===== config.mk =====
export PLATFORM = sky130hd
export DESIGN_NAME = mul32_iter_flat
export DESIGN_NICKNAME = d
export VERILOG_FILES = /design/src/rtl/mul_pkg.sv /design/src/rtl/mul32_iter_if.sv /design/src/rtl/mul_step.sv /design/src/rtl/mul32_iter.sv /design/src/flat_wrapper.sv
export SDC_FILE = /design/constraint.sdc
export NUM_CORES = 1
export LEC_CHECK = 0
export CAP_MARGIN = 25
export CORE_UTILIZATION = 45
export CTS_CLUSTER_DIAMETER = 80
export DETAILED_ROUTE_END_ITERATION = 8
export DONT_BUFFER_PORTS = 1
export GPL_ROUTABILITY_DRIVEN = 0
export MAX_ROUTING_LAYER = met4
export PLACE_DENSITY = 0.72
export REMOVE_ABC_BUFFERS = 1
export SETUP_SLACK_MARGIN = 0.1
export SLEW_MARGIN = 20
export SYNTH_ARGS = -nofsm -noshare
export SYNTH_HDL_FRONTEND = slang
export SYNTH_HIERARCHICAL = 1
export SYNTH_SLANG_ARGS = --single-unit
export TNS_END_PERCENT = 5

===== constraint.sdc =====
create_clock -name clk -period 3.7 [get_ports clk]
set_input_delay 0.925 -clock clk [delete_from_list [all_inputs] [get_ports clk]]
set_output_delay 0.925 -clock clk [all_outputs]
set_load 0.01 [all_outputs]

===== src/rtl/mul_pkg.sv =====
// Shared constants for the iterative multiplier: default widths, FSM encoding and
// the start-to-done latency that hazard logic relies on.
package mul_pkg;

  localparam int unsigned DEF_WIDTH = 32;
  localparam int unsigned DEF_CNT_W = 6;

  // Start cycle to done cycle, inclusive of the 32 RUN steps and the FIX step.
  localparam int unsigned MUL_LAT = 34;

  typedef enum logic [1:0] {
    ST_IDLE = 2'd0,
    ST_RUN  = 2'd1,
    ST_FIX  = 2'd2,
    ST_DONE = 2'd3
  } mul_state_e;

endpackage


===== src/rtl/mul32_iter_if.sv =====
// Request/response bundle between the EX-stage issue logic (master) and the multiplier (slave).
interface mul32_iter_if
  import mul_pkg::*;
#(
  parameter int unsigned WIDTH = DEF_WIDTH
);
  logic             start;
  logic             is_signed;
  logic             kill;
  logic [WIDTH-1:0] a;
  logic [WIDTH-1:0] b;
  logic             busy;
  logic             done;
  logic [WIDTH-1:0] prod_hi;
  logic [WIDTH-1:0] prod_lo;

  modport master (
    output start, is_signed, kill, a, b,
    input  busy, done, prod_hi, prod_lo
  );

  modport slave (
    input  start, is_signed, kill, a, b,
    output busy, done, prod_hi, prod_lo
  );
endinterface


===== src/rtl/mul_step.sv =====
// One radix-2 shift-add iteration: conditional add of the multiplicand into the upper
// accumulator half, then a right shift of {carry, acc_hi, acc_lo} and of the multiplier.
module mul_step
  import mul_pkg::*;
#(
  parameter int unsigned WIDTH = DEF_WIDTH
) (
  input  logic [WIDTH-1:0] i_acc_hi,
  input  logic [WIDTH-1:0] i_acc_lo,
  input  logic [WIDTH-1:0] i_mcand,
  input  logic [WIDTH-1:0] i_mplier,
  output logic [WIDTH-1:0] o_acc_hi,
  output logic [WIDTH-1:0] o_acc_lo,
  output logic [WIDTH-1:0] o_mplier
);
  logic [WIDTH:0]     w_sum;
  logic [2*WIDTH-1:0] w_shifted;

  assign w_sum     = {1'b0, i_acc_hi} + (i_mplier[0] ? {1'b0, i_mcand} : '0);
  // The carry lands in the top bit; the bit shifted off the bottom is discarded.
  assign w_shifted = (2*WIDTH)'({w_sum, i_acc_lo} >> 1);
  assign o_acc_hi  = w_shifted[2*WIDTH-1:WIDTH];
  assign o_acc_lo  = w_shifted[WIDTH-1:0];
  assign o_mplier  = i_mplier >> 1;

endmodule


===== src/rtl/mul32_iter.sv =====
// Iterative signed/unsigned 32x32 multiplier: magnitudes are multiplied over 32 RUN
// cycles, the sign is applied in FIX, and done pulses for one cycle in DONE.
module mul32_iter
  import mul_pkg::*;
#(
  parameter int unsigned WIDTH = DEF_WIDTH,
  parameter int unsigned CNT_W = DEF_CNT_W
) (
  input logic         clk,
  input logic         reset,
  mul32_iter_if.slave bus
);
  mul_state_e         r_state;
  mul_state_e         w_state_d;
  logic [WIDTH-1:0]   r_mcand;
  logic [WIDTH-1:0]   r_mplier;
  logic [WIDTH-1:0]   r_acc_hi;
  logic [WIDTH-1:0]   r_acc_lo;
  logic [WIDTH-1:0]   r_prod_hi;
  logic [WIDTH-1:0]   r_prod_lo;
  logic               r_neg;
  logic [CNT_W-1:0]   r_cnt;

  logic               w_accept;
  logic               w_last;
  logic [WIDTH-1:0]   w_mag_a;
  logic [WIDTH-1:0]   w_mag_b;
  logic [WIDTH-1:0]   w_step_hi;
  logic [WIDTH-1:0]   w_step_lo;
  logic [WIDTH-1:0]   w_step_mplier;
  logic [2*WIDTH-1:0] w_acc;
  logic [2*WIDTH-1:0] w_fixed;

  assign w_accept = bus.start & ~bus.kill & ((r_state == ST_IDLE) | (r_state == ST_DONE));
  assign w_last   = (r_cnt == CNT_W'(WIDTH - 1));

  // The most negative value maps onto itself, which is correct when read as unsigned.
  assign w_mag_a = (bus.is_signed & bus.a[WIDTH-1]) ? (~bus.a + WIDTH'(1)) : bus.a;
  assign w_mag_b = (bus.is_signed & bus.b[WIDTH-1]) ? (~bus.b + WIDTH'(1)) : bus.b;

  assign w_acc   = {r_acc_hi, r_acc_lo};
  assign w_fixed = r_neg ? (~w_acc + (2*WIDTH)'(1)) : w_acc;

  mul_step #(
    .WIDTH (WIDTH)
  ) u_step (
    .i_acc_hi (r_acc_hi),
    .i_acc_lo (r_acc_lo),
    .i_mcand  (r_mcand),
    .i_mplier (r_mplier),
    .o_acc_hi (w_step_hi),
    .o_acc_lo (w_step_lo),
    .o_mplier (w_step_mplier)
  );

  always_comb begin
    w_state_d = r_state;
    case (r_state)
      ST_IDLE: if (w_accept) w_state_d = ST_RUN;
      ST_RUN: begin
        if (bus.kill)    w_state_d = ST_IDLE;
        else if (w_last) w_state_d = ST_FIX;
      end
      ST_FIX:  w_state_d = bus.kill ? ST_IDLE : ST_DONE;
      ST_DONE: w_state_d = w_accept ? ST_RUN : ST_IDLE;
      default: w_state_d = ST_IDLE;
    endcase
  end

  always_ff @(posedge clk) begin
    if (reset) begin
      r_state   <= ST_IDLE;
      r_mcand   <= '0;
      r_mplier  <= '0;
      r_acc_hi  <= '0;
      r_acc_lo  <= '0;
      r_prod_hi <= '0;
      r_prod_lo <= '0;
      r_neg     <= 1'b0;
      r_cnt     <= '0;
    end else begin
      r_state <= w_state_d;
      if (w_accept) begin
        r_mcand  <= w_mag_a;
        r_mplier <= w_mag_b;
        r_neg    <= bus.is_signed & (bus.a[WIDTH-1] ^ bus.b[WIDTH-1]);
        r_acc_hi <= '0;
        r_acc_lo <= '0;
        r_cnt    <= '0;
      end else if ((r_state == ST_RUN) && !bus.kill) begin
        r_acc_hi <= w_step_hi;
        r_acc_lo <= w_step_lo;
        r_mplier <= w_step_mplier;
        r_cnt    <= r_cnt + CNT_W'(1);
      end
      if ((r_state == ST_FIX) && !bus.kill) begin
        r_prod_hi <= w_fixed[2*WIDTH-1:WIDTH];
        r_prod_lo <= w_fixed[WIDTH-1:0];
      end
    end
  end

  assign bus.busy    = (r_state == ST_RUN) | (r_state == ST_FIX);
  assign bus.done    = (r_state == ST_DONE);
  assign bus.prod_hi = r_prod_hi;
  assign bus.prod_lo = r_prod_lo;

endmodule


===== src/flat_wrapper.sv =====
// flat-port wrapper written by rule: the top's interface ports become plain ports
module mul32_iter_flat import mul_pkg::*;
#(
  parameter int unsigned WIDTH = DEF_WIDTH,
  parameter int unsigned CNT_W = DEF_CNT_W
)
  (clk, reset, bus_start, bus_is_signed, bus_kill, bus_a, bus_b, bus_busy, bus_done, bus_prod_hi, bus_prod_lo);
  mul32_iter_if #(.WIDTH(WIDTH)) bus_i ();
  input logic clk;
  input logic reset;
  input wire logic [$bits(bus_i.start)-1:0] bus_start;
  input wire logic [$bits(bus_i.is_signed)-1:0] bus_is_signed;
  input wire logic [$bits(bus_i.kill)-1:0] bus_kill;
  input wire logic [$bits(bus_i.a)-1:0] bus_a;
  input wire logic [$bits(bus_i.b)-1:0] bus_b;
  output wire logic [$bits(bus_i.busy)-1:0] bus_busy;
  output wire logic [$bits(bus_i.done)-1:0] bus_done;
  output wire logic [$bits(bus_i.prod_hi)-1:0] bus_prod_hi;
  output wire logic [$bits(bus_i.prod_lo)-1:0] bus_prod_lo;
  assign bus_i.start = bus_start;
  assign bus_i.is_signed = bus_is_signed;
  assign bus_i.kill = bus_kill;
  assign bus_i.a = bus_a;
  assign bus_i.b = bus_b;
  assign bus_busy = bus_i.busy;
  assign bus_done = bus_i.done;
  assign bus_prod_hi = bus_i.prod_hi;
  assign bus_prod_lo = bus_i.prod_lo;
  mul32_iter #(.WIDTH(WIDTH), .CNT_W(CNT_W)) u_core (.clk(clk), .reset(reset), .bus(bus_i));
endmodule

# Yosys cells after proc, flatten, opt, wreduce, memory -nomap -nowiden
# Cells that the tools add are included.
dict set report classes {
  reduce_logical 7
  add_sub_neg 5
  mux 12
  n_eq_ne 6
  bitwise_logic 12
}
# op count
set op_table {}
lappend op_table {{two-way mux 32 bit} 5}
lappend op_table {{adder 32 x 1 -> 32 bit (second input constant)} 2}
lappend op_table {{adder 64 x 1 -> 64 bit (second input constant)} 1}
lappend op_table {{two-way mux 64 bit} 1}
lappend op_table {{inverter 32 bit} 2}
lappend op_table {{inverter 64 bit} 1}
lappend op_table {{adder 32 x 33 -> 33 bit} 1}
lappend op_table {{two-way mux 2 bit} 4}
lappend op_table {{one-hot mux 2 bit (4 select lines)} 1}
lappend op_table {{adder 6 x 1 -> 6 bit (second input constant)} 1}
lappend op_table {{equality test 6 x 5 -> 1 bit (second input constant)} 1}
lappend op_table {{AND 1 bit} 5}
lappend op_table {{equality test 2 bit (second input constant)} 2}
lappend op_table {{inequality test 3 x 2 -> 1 bit (second input constant)} 1}
lappend op_table {{equality test 2 x 1 -> 1 bit (second input constant)} 1}
lappend op_table {{logical AND 1 bit} 2}
lappend op_table {{zero test 2 bit} 1}
lappend op_table {{inequality test 2 x 1 -> 1 bit (second input constant)} 1}
lappend op_table {{bitwise OR 1 bit} 2}
lappend op_table {{AND reduction 2 bit} 1}
lappend op_table {{nonzero test 2 bit} 1}
lappend op_table {{OR reduction 2 bit} 1}
lappend op_table {{zero test 1 bit} 1}
lappend op_table {{two-way mux 1 bit} 1}
lappend op_table {{other kinds (2)} 2}
dict set report word_totals {
  in_bits 69
  regBits 201
  output_inout_bits 66
  wordCells 51
}

# Logic depth before layout (Yosys ltp)
dict set report logic_depth {
  word_depth 5
  mapped_depth 12
}

# By module
# The synthesis kept the hierarchy.
# module n_inst seq_area_each_um2 area_per_inst_um2 cells_each
set by_module_without_submodules {}
lappend by_module_without_submodules {mul32_iter 1 4023.9 9922.0 1223}
lappend by_module_without_submodules {mul_step 1 0.0 2672.6 386}

# Worst setup path after synthesis
# OpenSTA, ideal clock, no wires.
dict set report synth_timing {
  path_type {input to register}
  from {input port bus_a[4]}
  to {register u_core.r_mcand[27]}
  path_buffers 0
  path_stages 6
  arrival_time_ns 2.850
  setup_slack_ns 0.728
  path_cell_list {or3_1 > or4_1 > or4_1 > nor3_1 > nor4_1 > a311o_1}
}
dict set report synth_via {
  elab_chain_len 3
}
# element line
set synth_rtl {}
lappend synth_rtl {{start: declaration} flat_wrapper.sv:14} ;# input wire logic [$bits(bus_i.a)-1:0] bus_a;
lappend synth_rtl {{inverter 32 bit} mul32_iter.sv:38} ;# assign w_mag_a = (bus.is_signed & bus.a[WIDTH-1]) ? (~bus.a + WIDTH'(1)) : bus.a;
lappend synth_rtl {{adder 32 x 1 -> 32 bit} mul32_iter.sv:38}
lappend synth_rtl {{two-way mux 32 bit} mul32_iter.sv:38}
lappend synth_rtl {{end signal: assignment} mul32_iter.sv:84} ;# r_mcand <= w_mag_a;
lappend synth_rtl {{end: declaration} mul32_iter.sv:15} ;# logic [WIDTH-1:0] r_mcand;
# Every way passes these cells.
# A chain may end at the register's enable or synchronous reset.

# Worst setup path in the final report
dict set report layout_timing {
  from {register u_core.r_acc_lo[0]}
  to {register u_core.r_prod_hi[20] (netlist: u_core/bus.prod_hi[20])}
}
dict set report layout_via {
  elab_chain_len 3
}
# element line
set layout_rtl {}
lappend layout_rtl {{start: declaration} mul32_iter.sv:18} ;# logic [WIDTH-1:0] r_acc_lo;
lappend layout_rtl {{start signal: assignment} mul32_iter.sv:92} ;# r_acc_lo <= w_step_lo;
lappend layout_rtl {{inverter 64 bit} mul32_iter.sv:42} ;# assign w_fixed = r_neg ? (~w_acc + (2*WIDTH)'(1)) : w_acc;
lappend layout_rtl {{adder 64 x 1 -> 64 bit} mul32_iter.sv:42}
lappend layout_rtl {{two-way mux 64 bit} mul32_iter.sv:42}
lappend layout_rtl {{end signal: assignment} mul32_iter.sv:97} ;# r_prod_hi <= w_fixed[2*WIDTH-1:WIDTH];
lappend layout_rtl {{end: declaration} mul32_iter.sv:19} ;# logic [WIDTH-1:0] r_prod_hi;
# Every way passes these cells.

==> results.md <==
- Status: completed
- Hold violation total from the final report: 0
- Cts hold-fix bufs: 0
- Netlist cell types: 74
- CTS tree: yes
- Slew Limit Fails: 0
- Most used flip-flop cell after synthesis: dfxtp_1
- Critical path depth in cells: 8
- TritonRoute pass-1 iters: 5
- Die Y: 169 µm
- Crit path kind: reg2reg
- Share of cells above drive strength 1: 6.64%
- Crit end category: flip-flop
- Worst VDD drop: 0.342 mV
- FF-to-FF Start: u_core/r_acc_lo[0]$_SDFFE_PP0P_
- Crit path max-delay family: simple AND/OR/NAND/NOR gates
- PD cells: 397 nW/µm²
- Initial antenna violation count: 0
- Vias in the first global route: 9929
- Synth Warn #: 6
- I/O pin total: 135
- Worst-skew pair later-pin latency: 510 ps
- Max Buffers Root-to-Sink: 3
- Post-synth EDFFs: 0
- RR Endpoint: u_core/bus.prod_hi[20]$_SDFFE_PP0P_
- Crit path from: u_core/r_acc_lo[0]$_SDFFE_PP0P_
- Fill cells: 2678
- First-pass GRT wire length: 50500 µm
- RSZ-0062 raised after global routing: false
- Post-synthesis register bit count: 201
- Leakage: 4.80 nW
- Worst slew pin tran: 800 ps
- CTS clk-pin slew, worst paths: 60 ps
- Antenna Cells: 0
- Worst clock skew: 13.4 ps
- Worst min path class: reg2reg
- Sequential area share after synthesis: 31.9%
- Routed WL per cell: 16.6 µm
- Final ANT Viol Nets: 0
- Routed vias/inst: 5.77
- Initial drt markers: 841
- Crit path launch type: flip-flop
- Vias: 10800
- CTS HTree Levels: 1
- Setup_tns: 0 ps
- R2R cell count: 8
- FP Rows: 60
- Post-detail-place hpwl: 21900 µm
- Largest cells by area after synthesis: dfxtp_1, nand2_1, xor2_1
- Max_cap viols: 0
- Crit path DAT: 3690 ps
- Critical Path, Cell by Cell: inv_1 > ha_1 > nor4b_1 > nand4_1 > or4_1 > nor3_2 > mux2_2 > o22ai_1
- Post-Syn Area per Cell: 7.83 µm²
- Total Nets Final: 1601
- Total global routing overflow: 0
- Min Tclk post-route: 3250 ps
- Top cells by count, synth: nand2_1, dfxtp_1, a21oi_1
- Setup violators final: 0
- Asr flop ratio synth: 0%
- CTS root buf: clkbuf_16
- Crit path max fanout: 17
- Tcrit/Tclk final: 87.9%
- Largest net degree at the start of global routing: 95
- Post-synthesis cell count: 1609
- Critical path's slowest cell: or4_1
- Post-synth top area cell: dfxtp_1
- Hold_ws: 459 ps
- CP peak stage delay: 960 ps
- Post-Syn Area: 12600 µm²
- Area Overhead vs Synth: 4.91%
- Die width: 169 µm
- Yosys top cell area share: 31.9%
- # DRC: 0
- Reg2Reg Setup Slack: 450 ps
- Drt total wl: 31100 µm
- Initial core utilization: 46.3%
- Die Area: 28700 µm²
- # port buffers: 0
- CP Buf/Inv Count: 1
- Most numerous cell in the Yosys netlist: nand2_1
- Gr usage total: 21.8%
- Post-CTS setup buffers: 0
- Cts bufs inserted: 23
- Crit path capture: u_core/bus.prod_hi[20]$_SDFFE_PP0P_
- Required time of the critical path: 4140 ps
- Max Clk Rate: 307 MHz
- Resized cells post-CTS: 0
- Hold Path Depth: 2
- Max-slew headroom: 46.5%
- Core ar.: 27200 µm²
- # clock sinks: 201
==> per-stage QoR <==
stage | setup WS, ps | instance area [µm²] | util (%) | power [mW] | cells
global placement | 518 | 12400 | 45.6 | 2.89 | 1836
global route | 149 | 13200 | 48.6 | 5.47 | 1878
CTS | 418 | 13200 | 48.6 | 5.31 | 1877
detailed placement | 448 | 12400 | 45.6 | 2.90 | 1836
floorplan | -2180 | 11700 | - | 2.74 | 1447
finish | 446 | 13200 | 48.6 | 5.24 | 1878
==> worst register-to-register path, delay by kind of cell (launching register included) <==
| kind | cells | cell delay, ps |
|---|---|---|
| simple gates | 4 | 2110 |
| mux | 1 | 370 |
| flops | 1 | 340 |
| fa+ha+maj | 1 | 200 |
| compound gates | 1 | 110 |
| buf+inv | 1 | 70 |
==> worst min-delay path by stage <==
stage                                                  end                              from  slack (ps)
final                       u_core/r_mcand[0]$_SDFFE_PP0P_    u_core/r_mcand[0]$_SDFFE_PP0P_         460
after detailed placement  u_core/r_mplier[10]$_SDFFE_PP0P_  u_core/r_mplier[11]$_SDFFE_PP0P_         450
after global routing       u_core/r_mcand[16]$_SDFFE_PP0P_                             reset         480
after CTS                 u_core/r_mplier[10]$_SDFFE_PP0P_  u_core/r_mplier[11]$_SDFFE_PP0P_         460
after floorplan             u_core/r_mcand[0]$_SDFFE_PP0P_    u_core/r_mcand[0]$_SDFFE_PP0P_         430
after global placement    u_core/r_mplier[10]$_SDFFE_PP0P_  u_core/r_mplier[11]$_SDFFE_PP0P_         440
==> layer usage <==
layer,global-route usage [%],share of wire (%),vias up
met3,3.75,7.3,38
met1,28.6,46,5023
met5,-,0,-
li1,-,-,5441
met2,35.0,45,336
met4,4.90,1.6,0
==> cell usage in the layout (no fill, tap or decap), drive strengths merged, types with 21 or more instances in the layout <==
master,count
nor2,128
and2,38
nand2,242
o31ai,33
nor4,25
clkbuf,33
nor3,26
inv,22
ha,41
o21ai,79
a21oi,131
or3,21
xnor2,51
xor2,85
a211oi,60
dfxtp,201
==> kinds of logic after synthesis <==
logic type,synth area share (%)
AO/OA/AOI/OAI,22.5
XOR/XNOR,9.46
adder cells (fa/ha/maj),4.23
buffers and inverters,7.53
flip-flops,31.9
multiplexers,1.77
other,0.0298
AND/OR/NAND/NOR,22.6
==> power breakdown <==
group	internal, mW	total, mW	switching [mW]
logic	0.203	0.552	0.349
registers	2.25	2.30	0.0519
clock network	1.48	2.39	0.912
==> area by class of cell <==
type,instances,area [µm²],share of cell area (%)
Clock buffer,33,673,5.09
Clock inverter,8,128,0.966
Inverter,20,75.1,0.568
Multi-Input combinational cell,1226,7660,58.0
Sequential cell,201,4030,30.5
Tap cell,372,465,3.52
Timing Repair Buffer,18,189,1.43
==> state kept, by name, indices dropped and copies added, names as in the netlist <==
register and flops:
u_core/r_mcand 32, u_core/r_mplier 32, u_core/r_neg 1, u_core/r_cnt 6, u_core/r_acc_hi 32, u_core/bus.prod_hi 32
u_core/r_state 2, u_core/r_acc_lo 32, u_core/bus.prod_lo 32
Power figures use the tool's default switching activity.
